--- config.mk ---
export PLATFORM = sky130hd
export DESIGN_NAME = apb_multi_requester
export DESIGN_NICKNAME = d
export VERILOG_FILES = /design/src/rtl/apb_req_pkg.sv /design/src/rtl/apb_addr_decoder.sv /design/src/rtl/apb_multi_requester.sv
export SDC_FILE = /design/constraint.sdc
export NUM_CORES = 1
export LEC_CHECK = 0
export ABC_AREA = 0
export CAP_MARGIN = 20
export CORE_ASPECT_RATIO = 0.75
export CORE_MARGIN = 8
export CORE_UTILIZATION = 41
export DETAILED_ROUTE_END_ITERATION = 12
export PLACE_DENSITY = 0.81
export REMOVE_ABC_BUFFERS = 1
export SLEW_MARGIN = 15
export SYNTH_ARGS = -nofsm -noshare
export SYNTH_HDL_FRONTEND = slang
export SYNTH_SLANG_ARGS = --single-unit
export TNS_END_PERCENT = 100
--- constraint.sdc ---
create_clock -name pclock -period 2.3 [get_ports pclock]
set_input_delay 0.575 -clock pclock [delete_from_list [all_inputs] [get_ports pclock]]
set_output_delay 0.575 -clock pclock [all_outputs]
set_load 0.01 [all_outputs]
--- src/rtl/apb_req_pkg.sv ---
// Shared types and defaults for the APB requester and its address decoder.
// No logic: error codes, FSM state encoding, parameter defaults, counter sizing helper.
package apb_req_pkg;

  typedef enum logic [1:0] {
    APB_OK      = 2'd0,
    APB_SLVERR  = 2'd1,
    APB_DECERR  = 2'd2,
    APB_TIMEOUT = 2'd3
  } apb_err_e;

  typedef enum logic [1:0] {
    IDLE   = 2'd0,
    SETUP  = 2'd1,
    ACCESS = 2'd2,
    RESP   = 2'd3
  } apb_req_state_e;

  localparam int DEF_ADDR_WIDTH   = 32;
  localparam int DEF_DATA_WIDTH   = 32;
  localparam int DEF_NO_OF_SLAVES = 7;
  localparam int DEF_SLAVE_SHIFT  = 12;
  localparam int DEF_TIMEOUT      = 16;

  // A disabled timeout (0) still needs a 1-bit counter to keep widths legal.
  function automatic int cnt_width(input int timeout);
    return (timeout > 0) ? $clog2(timeout + 1) : 1;
  endfunction

endpackage

--- src/rtl/apb_addr_decoder.sv ---
// Combinational slave-index decode: one-hot select plus miss flag, zero latency.
// No backpressure; the full shifted address is compared so any upper-bit overflow is a miss.
module apb_addr_decoder #(
  parameter int IDX_WIDTH    = 32,
  parameter int NO_OF_SLAVES = 7
) (
  input  logic [IDX_WIDTH-1:0]    idx,
  output logic [NO_OF_SLAVES-1:0] sel,
  output logic                    miss
);

  always_comb begin
    miss = (idx >= IDX_WIDTH'(NO_OF_SLAVES));
    sel  = '0;
    for (int i = 0; i < NO_OF_SLAVES; i++) begin
      if (!miss && (idx == IDX_WIDTH'(i))) sel[i] = 1'b1;
    end
  end

endmodule

--- src/rtl/apb_multi_requester.sv ---
// Valid/ready request port to APB requester; 3 cycles handshake-to-response plus one per wait state.
// One transaction outstanding: req_ready only in IDLE, response held until rsp_ready.
module apb_multi_requester
  import apb_req_pkg::*;
#(
  parameter int ADDR_WIDTH   = DEF_ADDR_WIDTH,
  parameter int DATA_WIDTH   = DEF_DATA_WIDTH,
  parameter int NO_OF_SLAVES = DEF_NO_OF_SLAVES,
  parameter int SLAVE_SHIFT  = DEF_SLAVE_SHIFT,
  parameter int TIMEOUT      = DEF_TIMEOUT
) (
  input  logic                    pclock,
  input  logic                    preset,
  input  logic                    req_valid,
  output logic                    req_ready,
  input  logic                    req_write,
  input  logic [ADDR_WIDTH-1:0]   req_addr,
  input  logic [DATA_WIDTH-1:0]   req_wdata,
  output logic                    rsp_valid,
  input  logic                    rsp_ready,
  output logic [DATA_WIDTH-1:0]   rsp_rdata,
  output logic [1:0]              rsp_err,
  output logic [ADDR_WIDTH-1:0]   paddr,
  output logic [DATA_WIDTH-1:0]   pwdata,
  output logic                    pwrite,
  output logic [NO_OF_SLAVES-1:0] psel_x,
  output logic                    penable,
  input  logic                    pready,
  input  logic [DATA_WIDTH-1:0]   prdata,
  input  logic                    pslverr
);

  localparam int CW = cnt_width(TIMEOUT);
  localparam logic [CW-1:0] CNT_LAST = CW'((TIMEOUT > 0) ? TIMEOUT - 1 : 0);

  apb_req_state_e          state;
  logic [CW-1:0]           cnt;
  logic [ADDR_WIDTH-1:0]   idx_full;
  logic [NO_OF_SLAVES-1:0] dec_sel;
  logic                    dec_miss;

  assign idx_full = req_addr >> SLAVE_SHIFT;

  apb_addr_decoder #(
    .IDX_WIDTH   (ADDR_WIDTH),
    .NO_OF_SLAVES(NO_OF_SLAVES)
  ) u_dec (
    .idx (idx_full),
    .sel (dec_sel),
    .miss(dec_miss)
  );

  always_ff @(posedge pclock) begin
    if (preset) begin
      state     <= IDLE;
      cnt       <= '0;
      req_ready <= 1'b1;
      rsp_valid <= 1'b0;
      rsp_rdata <= '0;
      rsp_err   <= APB_OK;
      paddr     <= '0;
      pwdata    <= '0;
      pwrite    <= 1'b0;
      psel_x    <= '0;
      penable   <= 1'b0;
    end else begin
      case (state)
        IDLE: begin
          if (req_valid) begin
            req_ready <= 1'b0;
            if (dec_miss) begin
              // Decode misses never touch the bus, so paddr/pwrite keep their last value.
              state     <= RESP;
              rsp_valid <= 1'b1;
              rsp_err   <= APB_DECERR;
              rsp_rdata <= '0;
            end else begin
              state  <= SETUP;
              cnt    <= '0;
              psel_x <= dec_sel;
              paddr  <= req_addr;
              pwrite <= req_write;
              pwdata <= req_write ? req_wdata : '0;
            end
          end
        end
        SETUP: begin
          penable <= 1'b1;
          state   <= ACCESS;
        end
        ACCESS: begin
          // pready is checked first so it wins on the timeout-limit cycle.
          if (pready) begin
            psel_x    <= '0;
            penable   <= 1'b0;
            rsp_valid <= 1'b1;
            rsp_err   <= pslverr ? APB_SLVERR : APB_OK;
            rsp_rdata <= (!pwrite && !pslverr) ? prdata : '0;
            state     <= RESP;
          end else if ((TIMEOUT != 0) && (cnt >= CNT_LAST)) begin
            psel_x    <= '0;
            penable   <= 1'b0;
            rsp_valid <= 1'b1;
            rsp_err   <= APB_TIMEOUT;
            rsp_rdata <= '0;
            state     <= RESP;
          end else if (cnt != '1) begin
            cnt <= cnt + 1'b1;
          end
        end
        RESP: begin
          if (rsp_ready) begin
            rsp_valid <= 1'b0;
            rsp_rdata <= '0;
            req_ready <= 1'b1;
            state     <= IDLE;
          end
        end
        default: state <= IDLE;
      endcase
    end
  end

endmodule

==> results of run 1 <==
[power by group through the flow]
| stage | sequential (mW) | combinational, mW | clock, mW |
|---|---|---|---|
| 6_report | 2.14 | 1.42 | 2.58 |
| 5_1_grt | 2.15 | 1.52 | 2.74 |
| 4_1_cts | 2.14 | 1.41 | 2.63 |
| 3_5_place_dp | 2.18 | 1.39 | 0 |
| 3_3_place_gp | 2.18 | 1.37 | 0 |
| 2_1_floorplan | 2.20 | 0.776 | 0 |
[cells in the final DEF, fill, tap and decap left out, types with 4 or more instances in the layout]
master           synthesis  layout
buf_12                   3       4
ha_1                     6       6
buf_4                    3      21
nand2_1                138     138
o2bb2ai_1                5       5
dfxtp_1                116     116
clkbuf_16                0      17
nor2_1                   6       5
inv_1                   10      10
clkinv_2                 0       6
a21oi_1                 56      56
mux2i_1                 32      32
a32o_1                   4       4
clkdlybuf4s50_1          0     210
and2_1                  19      19
o21ai_0                  7       6
nand3_1                 35      34
[layout make-up]
| cell class | instances | area (um2) |
|---|---|---|
| Inverter | 11 | 41.29 |
| Fill cell | 793 | 3456 |
| Clock inverter | 11 | 135.1 |
| Timing Repair Buffer | 236 | 2345 |
| Clock buffer | 20 | 446.7 |
| Tap cell | 140 | 175.2 |
| Multi-Input combinational cell | 351 | 2021 |
| Sequential cell | 116 | 2322 |
[how the worst max path moves through the flow]
stage	to	depth (start not counted)	slack (ps)
floorplan	rsp_rdata[0]	7	-510
global placement	pwdata[20]	7	-120
detailed placement	pwdata[17]	7	-210
CTS	psel_x[1]	7	40
global route	rsp_rdata[6]	8	20
finish	cnt[3]	7	170
[cell usage after synthesis, types with 4 or more instances]
cell	number	area (um2)
nand2_1	138	518.0
a21oi_1	56	280.3
ha_1	6	75.07
and2_1	19	118.9
o2bb2ai_1	5	43.79
a32o_1	4	40.04
nand3_1	35	175.2
clkbuf_1	16	60.06
mux2i_1	32	320.3
dfxtp_1	116	2322
o21ai_0	7	35.03
inv_1	10	37.54
nor2_1	6	22.52
[registers in the layout, summed over array words and instances (netlist names)]
| signal | flops |
|---|---|
| paddr | 32 |
| pwdata | 32 |
| rsp_rdata | 32 |
| psel_x | 7 |
| cnt | 5 |
| rsp_err | 2 |
| state | 2 |
| penable | 1 |
| pwrite | 1 |
| req_ready | 1 |
| rsp_valid | 1 |
[per-layer routing]
layer | up-vias | track usage (%)
li1 | 2194 | -
met5 | - | 0
met2 | 209 | 30.09
met3 | 12 | 11.11
met4 | 0 | 5.878
met1 | 2056 | 21.99
[critical path: stages, from the launching register on]
cell     delay (ps)
dfxtp_1         360
ha_1            250
and3_2          240
ha_1            180
or4_4           500
o21ai_0         200
a41oi_1         170
nor4_2          150
[stage by stage]
step / instance area, um2 / worst slack [ps] / std cells
detailed placement: 6889 / -212.7 / 854
floorplan: 4355 / -510.1 / 478
CTS: 7471 / 44.85 / 885
global placement: 6889 / -115.8 / 854
finish: 7486 / 167.5 / 885
global route: 7486 / 18.83 / 885
[logic make-up (layout without fill, tap and decap cells)]
group	after synthesis	in the layout
simple gates	221	221
mux	32	32
fa+ha+maj	6	6
flops	116	116
buf+inv	45	278
compound gates	92	92
[what timing repair did]
| action | in CTS | in global routing |
|---|---|---|
| setup buffers | 0 | 0 |
| endpoints found under the setup margin | 0 | 13 |
| gates resized for setup | 0 | 4 |
==> impl_metrics.py, run 1 <==
metrics = {
    "logic_synthesis": {
        "synth_fa_ha_area_share_pct": 1.634,
        "synth_edf_count": 0,
        "synth-simple-area-share_pct": 22.47,
        "synth_xor_area_share_pct": 0,
        "ys_ff_latch": 116,
        "synth-main-ff-cell": "dfxtp_1",
        "synth_compound_area_share_pct": 12.29,
        "syn_avg_cell_area_um2": 8.971,
        "synthMuxAreaShare_pct": 6.974,
        "syn_area_um2": 4593,
        "ys_seq_area_share_pct": 50.56,
        "yosysWarnings": 0,
        "ys_types": 51,
        "netlist_instances": 512,
        "synth_top_family_by_area": "simple AND/OR/NAND/NOR gates",
        "async_reset_ff_share_pct": 0,
    },
    "floorplanning": {
        "die_w_um": 138.2,
        "die_area_um2": 14880,
        "io_pins": 212,
        "initial_core_util_pct": 41.98,
        "coreArea_um2": 10940,
        "die_y_um": 107.7,
        "rows": 33,
    },
    "place": {
        "port_buffers": 211,
        "gp_congestion": 0.8088,
        "hpwlAfterDp_um": 11090,
    },
    "drt": {
        "vias": 4471,
        "antenna_left": 0,
        "wl_um": 14780,
        "viasPerCell": 5.052,
        "m1WireLength_um": 6213,
        "met3_length_um": 1835,
        "first_iter_violations": 171,
        "wl_per_cell_um": 16.70,
        "dr_wl_met2_um": 6601,
        "topRoutingLayerUsed": "met4",
        "drt_pass1_iterations": 5,
        "drc_errors": 0,
    },
    "worst_setup_path": {
        "rrSetupSlack_ps": 170,
        "critPathArrivalTime_ps": 2440,
        "r2r_start": "cnt[0]",
        "critPathKind": "register to register",
        "reg2regPathDepth": 7,
        "startpoint": "cnt[0]",
        "end_kind": "register",
        "path_max_fanout": 6,
        "rr_endpoint": "cnt[3]",
        "required_ps": 2610,
        "startpoint_type": "register",
    },
    "timing": {
        "rsz0062_at_grt": "no",
        "timing.fmax_ghz": 0.4689,
        "relSlewSlack_pct": 66.42,
        "hold_viol": 0,
        "whs_ps": 448.0,
        "fin_crit_ps": 2132,
        "post-route-period-util_pct": 92.72,
        "drv_slew": 0,
        "setup_viol": 0,
        "skew_ps": 9.209,
        "tightest_slew_ps": 503.7,
        "fin_setup_tns_ps": 0,
    },
    "clock_tree": {
        "cts_hold_buf": 0,
        "clkTransAtPathRegs_ps": 50,
        "ctsHtreeMaxLevel": 4,
        "worstSkewPairLatency_ps": 400,
        "cts.path.max_buffers": 2,
        "clock-root-buffer": "clkbuf_16",
        "cts_buffers": 17,
        "cts_tree": "built",
        "cts.sinks": 116,
    },
    "global_routing": {
        "grt_usage_pct": 19.27,
        "antenna_found_initial": 0,
        "first_global_vias": 4650,
        "globalRouteOverflowTotal": 0,
        "grt_max_degree": 49,
        "grt_pass1_wl_um": 23540,
    },
    "power_and_ir_drop": {
        "p_sw_share_pct": 26.37,
        "p_sw_mw": 1.620,
        "power_frac_clock_pct": 42.0,
        "p_seq_share_pct": 34.9,
        "power_density_nw_per_um2": 820.5,
        "ir_worst_vdd_mv": 0.5283,
        "leakage_nw": 2.699,
        "pwr-share-comb_pct": 23.1,
        "power_mw": 6.142,
        "p_int_mw": 4.522,
    },
    "min_path": {
        "hold_path_class": "register to register",
        "hold_depth": 2,
        "hold_start": "pwdata[11]",
        "hold_end": "pwdata[11]",
    },
    "run": {
        "maxCapViolations": 0,
    },
    "cells_and_area": {
        "area_growth_syn_to_layout_pct": 62.98,
        "layout-drive-gt1-share_pct": 9.799,
        "utilization_pct": 68.42,
        "fin_nets": 842,
        "n_antenna_cell": 0,
    },
    "outcome": {
        "outcome": "finished clean",
    },
}
No activity file was read; power rests on OpenSTA's default activity.
==> run 2, diff against run 1 <==
--- a/config.mk
+++ b/config.mk
@@ -6,7 +6,6 @@
 export NUM_CORES = 1
 export LEC_CHECK = 0
 export ABC_AREA = 0
-export CAP_MARGIN = 20
 export CORE_ASPECT_RATIO = 0.75
 export CORE_MARGIN = 8
 export CORE_UTILIZATION = 41
==> results of run 2 <==
Final layout, timing and power as in run 1 (identical DEF).
==> run 3, diff against run 2 <==
--- a/config.mk
+++ b/config.mk
@@ -8,12 +8,13 @@
 export ABC_AREA = 0
 export CORE_ASPECT_RATIO = 0.75
 export CORE_MARGIN = 8
-export CORE_UTILIZATION = 41
+export CORE_UTILIZATION = 42
 export DETAILED_ROUTE_END_ITERATION = 12
 export PLACE_DENSITY = 0.81
 export REMOVE_ABC_BUFFERS = 1
 export SLEW_MARGIN = 15
 export SYNTH_ARGS = -nofsm -noshare
 export SYNTH_HDL_FRONTEND = slang
+export SYNTH_HIERARCHICAL = 1
 export SYNTH_SLANG_ARGS = --single-unit
 export TNS_END_PERCENT = 100
==> impl_metrics.py, run 3 <==
metrics = {
    "logic_synthesis": {
        "syn_avg_cell_area_um2": 8.538,
        "synthMuxAreaShare_pct": 6.823,
        "ys_ff_latch": 116,
        "ys_seq_area_share_pct": 47.97,
        "yosys-top-cells-area": "dfxtp_1 48%, nand2_1 11%, a21oi_1 8.2%",
        "async_reset_ff_share_pct": 0,
        "synth_top_family_by_area": "simple AND/OR/NAND/NOR gates",
        "synth_compound_area_share_pct": 11.45,
        "syn_area_um2": 4841,
        "synth_top_area_share_pct": 47.97,
        "synth.most_common_cell": "nand2_1",
        "yosysWarnings": 6,
        "ys_types": 43,
        "synth_fa_ha_area_share_pct": 1.551,
        "synth_edf_count": 0,
        "yosysTopAreaCell": "dfxtp_1",
        "synth-main-ff-cell": "dfxtp_1",
        "synth_xor_area_share_pct": 0,
        "yosys-top-cells-count": "142 x nand2_1, 116 x dfxtp_1, 79 x a21oi_1",
        "netlist_instances": 567,
        "synth-simple-area-share_pct": 27.29,
    },
    "power_and_ir_drop": {
        "power_density_nw_per_um2": 832.3,
        "power_frac_clock_pct": 44.4,
        "leakage_nw": 2.981,
        "p_sw_share_pct": 26.46,
        "p_sw_mw": 1.795,
        "p_int_mw": 4.989,
        "pwr-share-comb_pct": 23.9,
        "p_seq_share_pct": 31.7,
        "ir_worst_vdd_mv": 0.6223,
        "power_mw": 6.785,
    },
    "drt": {
        "vias": 4956,
        "wl_um": 16930,
        "antenna_left": 0,
        "drt_pass1_iterations": 5,
        "drc_errors": 0,
        "wl_per_cell_um": 17.55,
        "viasPerCell": 5.136,
        "first_iter_violations": 216,
    },
    "cells_and_area": {
        "layout-drive-gt1-share_pct": 13.28,
        "final_common_cell": "clkdlybuf4s50_1",
        "register_area_um2": 2322,
        "fin_cells": 965,
        "reg_top3": "paddr x32, pwdata x32, rsp_rdata x32",
        "area_growth_syn_to_layout_pct": 68.39,
        "layout_common_cells": "193 x clkdlybuf4s50_1, 142 x nand2_1, 116 x dfxtp_1",
        "nFillCells": 821,
        "multiInputGateArea_um2": 2436,
        "n_antenna_cell": 0,
        "fin_nets": 918,
    },
    "global_routing": {
        "grt_pass1_wl_um": 25940,
        "grt_max_degree": 56,
        "grt_usage_pct": 21.43,
        "globalRouteOverflowTotal": 0,
        "antenna_found_initial": 0,
        "first_global_vias": 5061,
    },
    "clock_tree": {
        "clock-root-buffer": "clkbuf_16",
        "cts.sinks": 116,
        "cts.path.max_buffers": 2,
        "cts_hold_buf": 0,
        "worstSkewPairLatency_ps": 410,
        "clkTransAtPathRegs_ps": 50,
        "cts_buffers": 17,
        "cts_tree": "built",
        "ctsHtreeMaxLevel": 4,
    },
    "min_path": {
        "hold_end": "paddr[27]",
        "hold_path_class": "primary input to register",
        "hold_start": "req_addr[27]",
        "hold_depth": 3,
    },
    "floorplanning": {
        "coreArea_um2": 11400,
        "initial_core_util_pct": 42.46,
        "io_pins": 212,
        "rows": 34,
        "die_y_um": 109.0,
        "die_area_um2": 15250,
        "die_w_um": 140.0,
    },
    "place": {
        "hpwlAfterDp_um": 11850,
        "dp.cells": 921,
        "pre_cts_ws_ps": -740.5,
        "gp_congestion": 0.7952,
        "port_buffers": 211,
    },
    "worst_setup_path": {
        "critPathArrivalTime_ps": 2570,
        "startpoint_type": "primary input",
        "critPathKind": "primary input to register",
        "reg2regPathDepth": 8,
        "end_kind": "register",
        "r2r_start": "cnt[0]",
        "path_max_fanout": 3,
        "rr_endpoint": "rsp_err[1]",
        "rrSetupSlack_ps": 120,
        "required_ps": 2650,
        "startpoint": "req_addr[19]",
    },
    "run": {
        "maxCapViolations": 0,
    },
    "timing": {
        "skew_ps": 8.860,
        "whs_ps": 433.4,
        "drv_slew": 0,
        "rsz0062_at_grt": "yes",
        "hold_viol": 0,
        "fin_crit_ps": 2226,
        "finalWorstSetupSlack_ps": 73.67,
        "setup_viol": 0,
        "timing.fmax_ghz": 0.4492,
        "post-route-period-util_pct": 96.80,
    },
    "outcome": {
        "outcome": "finished clean",
    },
}
## run 3: area by class of cell
| type | count | share of cell area, % |
|---|---|---|
| sequential | 116 | 28.49 |
| timing repair buffer | 251 | 30.79 |
| tap | 144 | 2.210 |
| clock buffer | 18 | 5.388 |
| inverter | 9 | 0.4144 |
| clock inverter | 13 | 2.824 |
| multi-input combinational | 414 | 29.88 |
## run 3: repair_timing
item | in CTS | in global routing
resized for setup | 41 | 14
cloned | 1 | 1
setup buffers | 9 | 2
setup endpoints to repair | 110 | 58
pin swaps | 12 | 8
## run 3: power by group through the flow
stage / Clock, mW / Combinational (mW) / Sequential (mW)
2_1_floorplan: 0 / 0.808 / 2.21
3_3_place_gp: 0 / 1.46 / 2.18
3_5_place_dp: 0 / 1.49 / 2.19
4_1_cts: 3.04 / 1.51 / 2.15
5_1_grt: 3.14 / 1.73 / 2.16
6_report: 3.01 / 1.62 / 2.15
## run 3: how the worst max path moves through the flow
stage,end,slack [ps]
6_report,cnt[2],70
5_1_grt,cnt[2],-20
3_5_place_dp,cnt[2],-740
4_1_cts,cnt[2],1
3_3_place_gp,pwdata[28],-680
2_1_floorplan,cnt[2],-1480
## run 3: cell families after synthesis
kind of cell             Yosys count
AND/OR/NAND/NOR                  264
flip-flops                       116
AO/OA/AOI/OAI                     97
buffers and inverters             50
multiplexers                      33
adder cells (fa/ha/maj)            6
other                              1
## run 3: through the flow
stage / instance area, um2 / TNS, ps / util [%]
finish: 8152 / 0 / 71.50
floorplan: 4690 / -91390 / -
CTS: 8063 / 0 / 70.72
global route: 8152 / -19.87 / 71.50
global placement: 7279 / -69750 / 63.85
detailed placement: 7279 / -75250 / 63.85
## run 3: worst max-delay path, cell delays in order
cell	delay, ps
clkdlybuf4s15_1	220
nor4_4	290
nand4_2	140
or3_4	420
and3b_2	280
o211ai_2	100
or4_1	430
a21oi_2	120
## run 3: routing by layer
metal  track usage (%)  part of all wire (%)  vias up
met3             11.94                    12       33
met1             22.34                    38     2304
met4             8.185                   2.4        0
met5                 0                     0        -
li1                  -                     -     2400
met2             36.12                    48      219
